**src/rtl/uart_rx_fifo.sv**
```systemverilog
// uart_rx_fifo: 8N1 UART receiver feeding a first-word-fall-through byte FIFO.
// Ports:
//   clk, rst_n     system clock, asynchronous active-low reset
//   rx             serial input (idle high, asynchronous to clk)
//   rd_en          pop strobe for the FIFO head
//   clr_err        clears the sticky overrun / frame_error flags
//   data_o         FIFO head byte, valid while empty=0
//   empty, full    FIFO occupancy flags, derived from the registered count
//   count          number of bytes stored
//   overrun        sticky: a received byte was dropped because the FIFO was full
//   frame_error    sticky: a stop bit was sampled low
module uart_rx_fifo #(
  parameter int unsigned CLOCK_FREQ  = 25000000,
  parameter int unsigned BIT_RATE    = 115200,
  parameter int unsigned BUFFER_SIZE = 16
) (
  input  logic                          clk,
  input  logic                          rst_n,
  input  logic                          rx,
  input  logic                          rd_en,
  input  logic                          clr_err,
  output logic [7:0]                    data_o,
  output logic                          empty,
  output logic                          full,
  output logic [$clog2(BUFFER_SIZE):0]  count,
  output logic                          overrun,
  output logic                          frame_error
);

  localparam int unsigned CLKS_PER_BIT = CLOCK_FREQ / BIT_RATE;
  localparam int unsigned HALF_BIT     = CLKS_PER_BIT / 2;
  localparam int unsigned BAUD_W       = $clog2(CLKS_PER_BIT + 1);
  localparam int unsigned PTR_W        = $clog2(BUFFER_SIZE);
  localparam int unsigned CNT_W        = PTR_W + 1;

  localparam logic [BAUD_W-1:0] HALF_LIMIT = BAUD_W'(HALF_BIT - 1);
  localparam logic [BAUD_W-1:0] FULL_LIMIT = BAUD_W'(CLKS_PER_BIT - 1);
  localparam logic [CNT_W-1:0]  DEPTH      = CNT_W'(BUFFER_SIZE);

  typedef enum logic [2:0] {
    S_IDLE,
    S_START,
    S_DATA,
    S_STOP,
    S_BREAK
  } state_t;

  state_t            state, state_d;
  logic [BAUD_W-1:0] baud_cnt, baud_d;
  logic [2:0]        bit_idx, idx_d;
  logic [7:0]        shift, shift_d;
  logic              rx_meta, rxs;
  logic              push_c, ferr_c;

  logic [7:0]        mem [BUFFER_SIZE];
  logic [PTR_W-1:0]  wr_ptr, rd_ptr;
  logic              do_push, do_pop, ovr_set;

  // Two-flop synchronizer; idles high so reset never looks like a start bit.
  always_ff @(posedge clk or negedge rst_n) begin
    if (!rst_n) begin
      rx_meta <= 1'b1;
      rxs     <= 1'b1;
    end else begin
      rx_meta <= rx;
      rxs     <= rx_meta;
    end
  end

  // Receiver state and datapath registers.
  always_ff @(posedge clk or negedge rst_n) begin
    if (!rst_n) begin
      state    <= S_IDLE;
      baud_cnt <= '0;
      bit_idx  <= '0;
      shift    <= '0;
    end else begin
      state    <= state_d;
      baud_cnt <= baud_d;
      bit_idx  <= idx_d;
      shift    <= shift_d;
    end
  end

  // Next-state logic; the baud counter restarts from zero on every transition
  // and after every data sample.
  always_comb begin
    state_d = state;
    baud_d  = baud_cnt + BAUD_W'(1);
    idx_d   = bit_idx;
    shift_d = shift;
    push_c  = 1'b0;
    ferr_c  = 1'b0;
    case (state)
      S_IDLE: begin
        baud_d = '0;
        if (!rxs) state_d = S_START;
      end
      S_START: begin
        if (baud_cnt == HALF_LIMIT) begin
          baud_d = '0;
          if (!rxs) begin
            state_d = S_DATA;
            idx_d   = 3'd0;
          end else begin
            state_d = S_IDLE;
          end
        end
      end
      S_DATA: begin
        if (baud_cnt == FULL_LIMIT) begin
          baud_d          = '0;
          shift_d[bit_idx] = rxs;
          if (bit_idx == 3'd7) state_d = S_STOP;
          else                 idx_d   = bit_idx + 3'd1;
        end
      end
      S_STOP: begin
        if (baud_cnt == FULL_LIMIT) begin
          baud_d = '0;
          if (rxs) begin
            push_c  = 1'b1;
            state_d = S_IDLE;
          end else begin
            ferr_c  = 1'b1;
            state_d = S_BREAK;
          end
        end
      end
      S_BREAK: begin
        // Hold off until the line returns high so a break yields one error, not a stream of 0x00.
        baud_d = '0;
        if (rxs) state_d = S_IDLE;
      end
      default: begin
        baud_d  = '0;
        state_d = S_IDLE;
      end
    endcase
  end

  // A push into a full FIFO only succeeds when a pop frees the slot in the same cycle.
  assign do_pop  = rd_en && (count != '0);
  assign do_push = push_c && ((count != DEPTH) || do_pop);
  assign ovr_set = push_c && !do_push;

  // Storage needs no reset: data_o is masked while the FIFO is empty.
  always_ff @(posedge clk) begin
    if (do_push) mem[wr_ptr] <= shift;
  end

  // Pointers, occupancy and sticky flags; a new error wins over clr_err.
  always_ff @(posedge clk or negedge rst_n) begin
    if (!rst_n) begin
      wr_ptr      <= '0;
      rd_ptr      <= '0;
      count       <= '0;
      overrun     <= 1'b0;
      frame_error <= 1'b0;
    end else begin
      if (do_push) wr_ptr <= wr_ptr + PTR_W'(1);
      if (do_pop)  rd_ptr <= rd_ptr + PTR_W'(1);
      case ({do_push, do_pop})
        2'b10:   count <= count + CNT_W'(1);
        2'b01:   count <= count - CNT_W'(1);
        default: count <= count;
      endcase
      if (ovr_set)      overrun <= 1'b1;
      else if (clr_err) overrun <= 1'b0;
      if (ferr_c)       frame_error <= 1'b1;
      else if (clr_err) frame_error <= 1'b0;
    end
  end

  assign empty  = (count == '0);
  assign full   = (count == DEPTH);
  assign data_o = empty ? 8'h00 : mem[rd_ptr];

endmodule

```
**config.mk**
```make
export PLATFORM = sky130hd
export DESIGN_NAME = uart_rx_fifo
export DESIGN_NICKNAME = d
export VERILOG_FILES = /design/src/rtl/uart_rx_fifo.sv
export SDC_FILE = /design/constraint.sdc
export NUM_CORES = 1
export LEC_CHECK = 0
export CAP_MARGIN = 20
export CORE_MARGIN = 1.5
export CORE_UTILIZATION = 55
export CTS_CLUSTER_SIZE = 12
export DETAILED_ROUTE_END_ITERATION = 10
export PLACE_DENSITY = 0.73
export RECOVER_POWER = 50
export SLEW_MARGIN = 20
export SYNTH_ARGS = -nofsm -noshare
export SYNTH_HDL_FRONTEND = slang
export SYNTH_SLANG_ARGS = --single-unit
```
**constraint.sdc**
```tcl
create_clock -name clk -period 7.7 [get_ports clk]
set_input_delay 1.54 -clock clk [delete_from_list [all_inputs] [get_ports clk]]
set_output_delay 1.54 -clock clk [all_outputs]
set_load 0.02 [all_outputs]
```
; ---- Word-level counts from Yosys, hierarchy flattened
; Memories as Yosys holds them, arrays and structs flattened.
; Index checks and enable logic that the tools add are counted.
[word_totals]
ram_bits = 128
in_bits = 5
wordCells = 89
regBits = 39
memories = 1
[mem_list]
columns = name, words, word_bits, read_ports, rd_clocked_by_memory_dff, wr, line_no
row1 = mem, 16, 8, 1, 0, 1, 55  ; logic [7:0] mem [BUFFER_SIZE];
[op_classes]
n_lt_le_gt_ge = 2
muxes = 33
eq_ne = 19
n_reduce_logical = 17
n_addsub = 6
[ops]
columns = operator, n
row1 = $mux 3, 11
row2 = $mux 8, 3
row3 = $ne 2x2->1 const B, 8
row4 = $pmux 8 s2, 1
row5 = $pmux 3 s5, 1
row6 = $mux 1, 12
row7 = $pmux 5 s2, 1
row8 = $add 4x1->4 const B, 2
row9 = $add 8x1->8 const B, 1
row10 = $bwmux 8, 1
row11 = $eq 8x7->1 const B, 1
row12 = $eq 8x8->1 const B, 1
row13 = $reduce_bool 2->1, 4
row14 = $eq 3x2->1 const B, 2
row15 = $eq 3x3->1 const B, 2
row16 = $pmux 3 s2, 1
row17 = $reduce_and 6->1, 1
row18 = $add 5x1->5 const B, 1
row19 = $eq 5x5->1 const B, 1
row20 = $logic_not 5->1, 1
row21 = $ne 5x5->1 const B, 1
row22 = $reduce_and 5->1, 1
row23 = $reduce_bool 5->1, 1
row24 = $sub 5x1->5 const B, 1
row25 = 14 further kinds, 17

; ---- Logic depth before layout (Yosys ltp)
[logic_depth]
word_depth = 7
mapped_depth = 13
ltp_nobuf = 12

; ---- Worst setup path after synthesis
; OpenSTA, ideal clock, no wires.
[synth_timing]
path_type = input port to flip-flop
start = input port rd_en
end = register count[4]
path_buffers = 1
required_time_ps = 7556
path_slack_ps = 4008
cell_stages = 10
arrival_time_ps = 3548
path_cell_list = nand3b_1 > nand2_1 > ha_1 > clkbuf_1 > xor2_1 > ha_1 > o211ai_1 > nor4bb_1 > a2111oi_0 > o211ai_1
[synth_between]
elab_chain_len = 5
word_cells_on_any_way = 7
[synth_rtl]
columns = item, line_no
row1 = from (decl), 20  ; input logic rd_en,
row2 = $logic_and 1x1->1 (*), 143  ; assign do_pop = rd_en && (count != '0);
row3 = $logic_or 1x1->1, 144  ; assign do_push = push_c && ((count != DEPTH) || do_pop);
row4 = $logic_and 1x1->1, 144
row5 = $eq 2x1->1 or $eq 2x2->1 (tied branches), 163  ; case ({do_push, do_pop})
row6 = $pmux 5 s2 or $reduce_bool 2->1 (tied branches), -
row7 = to (signal assigned), 164  ; 2'b10: count <= count + CNT_W'(1);
row8 = to (signal assigned), 165  ; 2'b01: count <= count - CNT_W'(1);
row9 = to (signal assigned), 166  ; default: count <= count;
row10 = to (decl), 25  ; output logic [$clog2(BUFFER_SIZE):0] count,
; Mark *: on every way between the ends. The rest lies on a longest branch, timed or not.
; A chain may end at the register's enable or synchronous reset.

; ---- Worst setup path after layout
[layout_timing]
start = register rd_ptr[1]
end = output port data_o[5]
[layout_between]
elab_chain_len = 2
[layout_rtl]
columns = item, line_no
row1 = from (decl), 56  ; logic [PTR_W-1:0] wr_ptr, rd_ptr;
row2 = from (signal assigned), 162  ; if (do_pop) rd_ptr <= rd_ptr + PTR_W'(1);
row3 = $mem_v2 16x8, -
row4 = $mux 8, 177  ; assign data_o = empty ? 8'h00 : mem[rd_ptr];
row5 = to (decl), 22  ; output logic [7:0] data_o,
; Every way passes these cells.

==> Implementation_results.wiki <==
{| class="wikitable"
! Metric !! Value
|-
| Achievable clock frequency || 0.2165 GHz
|-
| Detailed placer's ending HPWL || 8027 um
|-
| Fraction of final layout cells sized beyond drive strength 1 || 18.83%
|-
| CTS Root Cell || sky130_fd_sc_hd__clkbuf_16
|-
| Number of cells on the worst reg-to-reg path || 10
|-
| Routed wirelength normalized by instance count || 20.46 um
|-
| Number of buffers created by CTS || 17
|-
| Final instance area || 7990 sq um
|-
| Clock slew at the register clock pins of the worst setup and hold paths || 0.06 ns
|-
| Horizontal extent of the die || 117.3 um
|-
| Cts repair resizes || 0
|-
| Initial core utilization || 56.66%
|-
| Transition time of the tightest slew-check pin || 2.086 ns
|-
| Total setup violations reported at the end of the flow || 0
|-
| Data arrival at the endpoint of the critical path || 3.08 ns
|-
| Maximum single-stage delay on the critical path || 0.58 ns
|-
| First-pass GRT wire length || 20380 um
|-
| Number of buffers on the longest clock path || 2
|-
| Worst vdd rail ir drop || 0.0001045 V
|-
| Number of hold violations in the final report || 0
|-
| Number of global-route vias before repair || 3714
|-
| Number of antenna violations at the first check in global routing || 0
|-
| Post-synth ARST share || 23.35%
|-
| Post-synthesis instance area || 7179 sq um
|-
| Worst reg2reg path startpoint || count[1]
|-
| Number of vias per cell after detailed routing || 5.946
|-
| Final worst path period share || 59.98%
|-
| Post-synth cell types || 54
|-
| CTS tree || built
|-
| Gate Count Post-Synth || 428
|-
| Most frequently used flop master after synthesis || sky130_fd_sc_hd__edfxtp_1
|-
| Power, Total || 0.001679 W
|-
| Total stage count of the critical path || 6
|-
| Number of primary I/O pins || 22
|-
| Detailed Routing Iterations Pass 1 || 5
|-
| Count of max-cap constraint violations || 1
|-
| Synthesis-stage register bit count || 167
|-
| Syn_area_per_cell || 16.77 sq um
|-
| Ys Warns || 0
|-
| Run status || finished with violations
|-
| Count of antenna-violating nets left after detailed routing || 0
|-
| R2r endpoint || count[4]
|-
| DR vias || 3770
|-
| Final worst slack || 3.082 ns
|-
| Number of clock sinks || 167
|-
| Post-layout net count || 468
|-
| Layout overhead on the synthesized area || 11.29%
|-
| Worst-case headroom to the max-slew limit || -39.07%
|-
| Port buffer count || 21
|-
| Height of the die || 117.3 um
|-
| DRT iter0 DRCs || 313
|-
| Share of synthesized area occupied by flip-flops and latches || 67.17%
|-
| Number of setup buffers added after CTS || 0
|-
| Critical Path End || data_o[5]
|-
| Cell row count || 41
|-
| Post-Route Setup TNS || 0 ns
|-
| DRC errors left || 0
|-
| Cell family with the largest share of critical-path delay || buffers and inverters
|-
| Maximum number of pins on one net before global-route repair || 40
|-
| Overall overflow remaining after global route || 0
|-
| Number of pins exceeding their max-slew limit in the final report || 40
|-
| Level count of the clock H-tree || 4
|-
| Flop2flop setup slack || 4.14 ns
|-
| Area enclosed by the die boundary || 13750 sq um
|-
| Launch point of the critical path || rd_ptr[1]
|-
| Skew final || 0.006604 ns
|-
| Crit-path slowest cell || sky130_fd_sc_hd__mux4_2
|-
| Hold/Removal Path Class || register to register
|-
| Total Routing Usage GR || 21.05%
|-
| Capturing element type of the critical path || output port
|-
| CP Launch Type || register
|-
| RSZ-0062 raised after global routing || false
|-
| Cells along the critical path || buf_4, mux4_2, mux2_2, o21ai_0, a21oi_1, clkdlybuf4s50_1
|-
| Worst Path Class, Setup || register to output port
|-
| Leakage || 3.054 nW
|-
| Post-detailed-placement cell area || 7527 sq um
|-
| Core area || 12670 sq um
|-
| Power Density || 210.2 nW/um^2
|-
| Required time at the endpoint of the critical path || 6.16 ns
|-
| Hold-fix buffer count after cts || 0
|-
| Number of enable-type register cells in the synthesized netlist || 128
|-
| Number of diodes || 0
|-
| Worst slack after detailed placement || 3.302 ns
|-
| Number of nets produced by synthesis || 446
|-
| Routability-driven placement congestion ratio || 0.8592
|-
| Violations in the final reports || max-capacitance violations, max-slew violations
|-
| Worst-Skew Late Latency || 0.42 ns
|-
| Crit path buffers/inverters || 2
|-
| Min Tclk post-route || 4.618 ns
|-
| Final wirelength || 12970 um
|-
| Maximum fanout count along the critical path || 32
|}
## per-layer routing
| layer | global-route usage, % | vias to the layer above | share of wire (%) |
|---|---|---|---|
| met5 | 0 | - | 0 |
| met3 | 4.480 | 16 | 5.1 |
| li1 | - | 1712 | - |
| met4 | 8.675 | 0 | 1.8 |
| met2 | 32.56 | 111 | 48 |
| met1 | 29.50 | 1931 | 45 |
## where the power goes
| group | switching, W | internal, W |
|---|---|---|
| clock | 0.000309 | 0.000402 |
| sequential | 0.000000990 | 0.000961 |
| combinational | 0.00000481 | 0.00000182 |
| total | 0.000315 | 0.00136 |
## worst min-delay path by stage
stage | cells past startpoint | slack (ns) | to | startpoint
2_1_floorplan | 0 | 0.35 | rxs | rx_meta
3_3_place_gp | 0 | 0.35 | rxs | rx_meta
3_5_place_dp | 0 | 0.35 | rxs | rx_meta
4_1_cts | 0 | 0.36 | rxs | rx_meta
5_1_grt | 0 | 0.37 | rxs | rx_meta
6_report | 0 | 0.36 | rxs | rx_meta
## placed cells by master (no fill, tap or decap), drive strengths merged, types with 5 or more instances in the layout
cell type	count
edfxtp	128
dfrtp	37
mux4	32
nor2	28
clkbuf	24
mux2	20
clkdlybuf4s50	19
ha	13
nand3	12
xnor2	12
a21oi	12
o21ai	10
nand2	10
inv	9
mux2i	8
clkinv	8
nor2b	7
nand2b	7
nor3	7
buf	6
nand4	5
## Yosys cell counts (4+ instances only)
| master | number | area share, % |
|---|---|---|
| sky130_fd_sc_hd__buf_2 | 8 | 0.56 |
| sky130_fd_sc_hd__clkbuf_1 | 9 | 0.47 |
| sky130_fd_sc_hd__mux4_2 | 32 | 10 |
| sky130_fd_sc_hd__xnor2_1 | 12 | 1.5 |
| sky130_fd_sc_hd__o21ai_0 | 9 | 0.63 |
| sky130_fd_sc_hd__nand2_1 | 9 | 0.47 |
| sky130_fd_sc_hd__xor2_1 | 4 | 0.49 |
| sky130_fd_sc_hd__nand4b_1 | 4 | 0.49 |
| sky130_fd_sc_hd__mux2i_1 | 8 | 1.1 |
| sky130_fd_sc_hd__nor3_1 | 6 | 0.42 |
| sky130_fd_sc_hd__nand3_1 | 12 | 0.84 |
| sky130_fd_sc_hd__dfrtp_1 | 37 | 13 |
| sky130_fd_sc_hd__a21oi_1 | 11 | 0.77 |
| sky130_fd_sc_hd__nor2_1 | 28 | 1.5 |
| sky130_fd_sc_hd__ha_1 | 13 | 2.3 |
| sky130_fd_sc_hd__nor2b_1 | 7 | 0.61 |
| sky130_fd_sc_hd__mux2_2 | 19 | 3.0 |
| sky130_fd_sc_hd__edfxtp_1 | 128 | 54 |
| sky130_fd_sc_hd__nand4_1 | 5 | 0.44 |
| sky130_fd_sc_hd__nand2b_1 | 6 | 0.52 |
| sky130_fd_sc_hd__inv_1 | 9 | 0.47 |
## cell families (layout without fill, tap and decap cells)
logic type      count (synthesis)  after routing  synth area share, %
buf+inv                        33             67                2.178
xor+xnor                       16             16                1.952
simple gates                   98             98                8.052
compound gates                 41             41                4.096
fa+ha+maj                      13             13                2.266
mux                            60             60                14.29
flops                         167            167                67.17
## state kept, by name (all words and copies together) (netlist names)
signal	flops
baud_cnt	8
bit_idx	3
count	5
frame_error	1
mem	128
overrun	1
rd_ptr	4
rx_meta	1
rxs	1
shift	8
state	3
wr_ptr	4
## layout make-up
cell class,count,area [sq um]
fill,930,4681
inverter,9,33.78
clock inverter,8,33.78
sequential,167,4822
clock buffer,23,447.9
timing repair buffer,27,249.0
multi-input combinational,228,2188
tap,172,215.2
## per-stage QoR
step	cells	hold WS, ns	util [%]
2_1_floorplan	428	0.3452	-
3_3_place_gp	603	0.3517	59.41
3_5_place_dp	603	0.3545	59.41
4_1_cts	634	0.3641	63.21
5_1_grt	634	0.3660	63.06
6_report	634	0.3610	63.06
No activity file was read; power rests on OpenSTA's default activity.
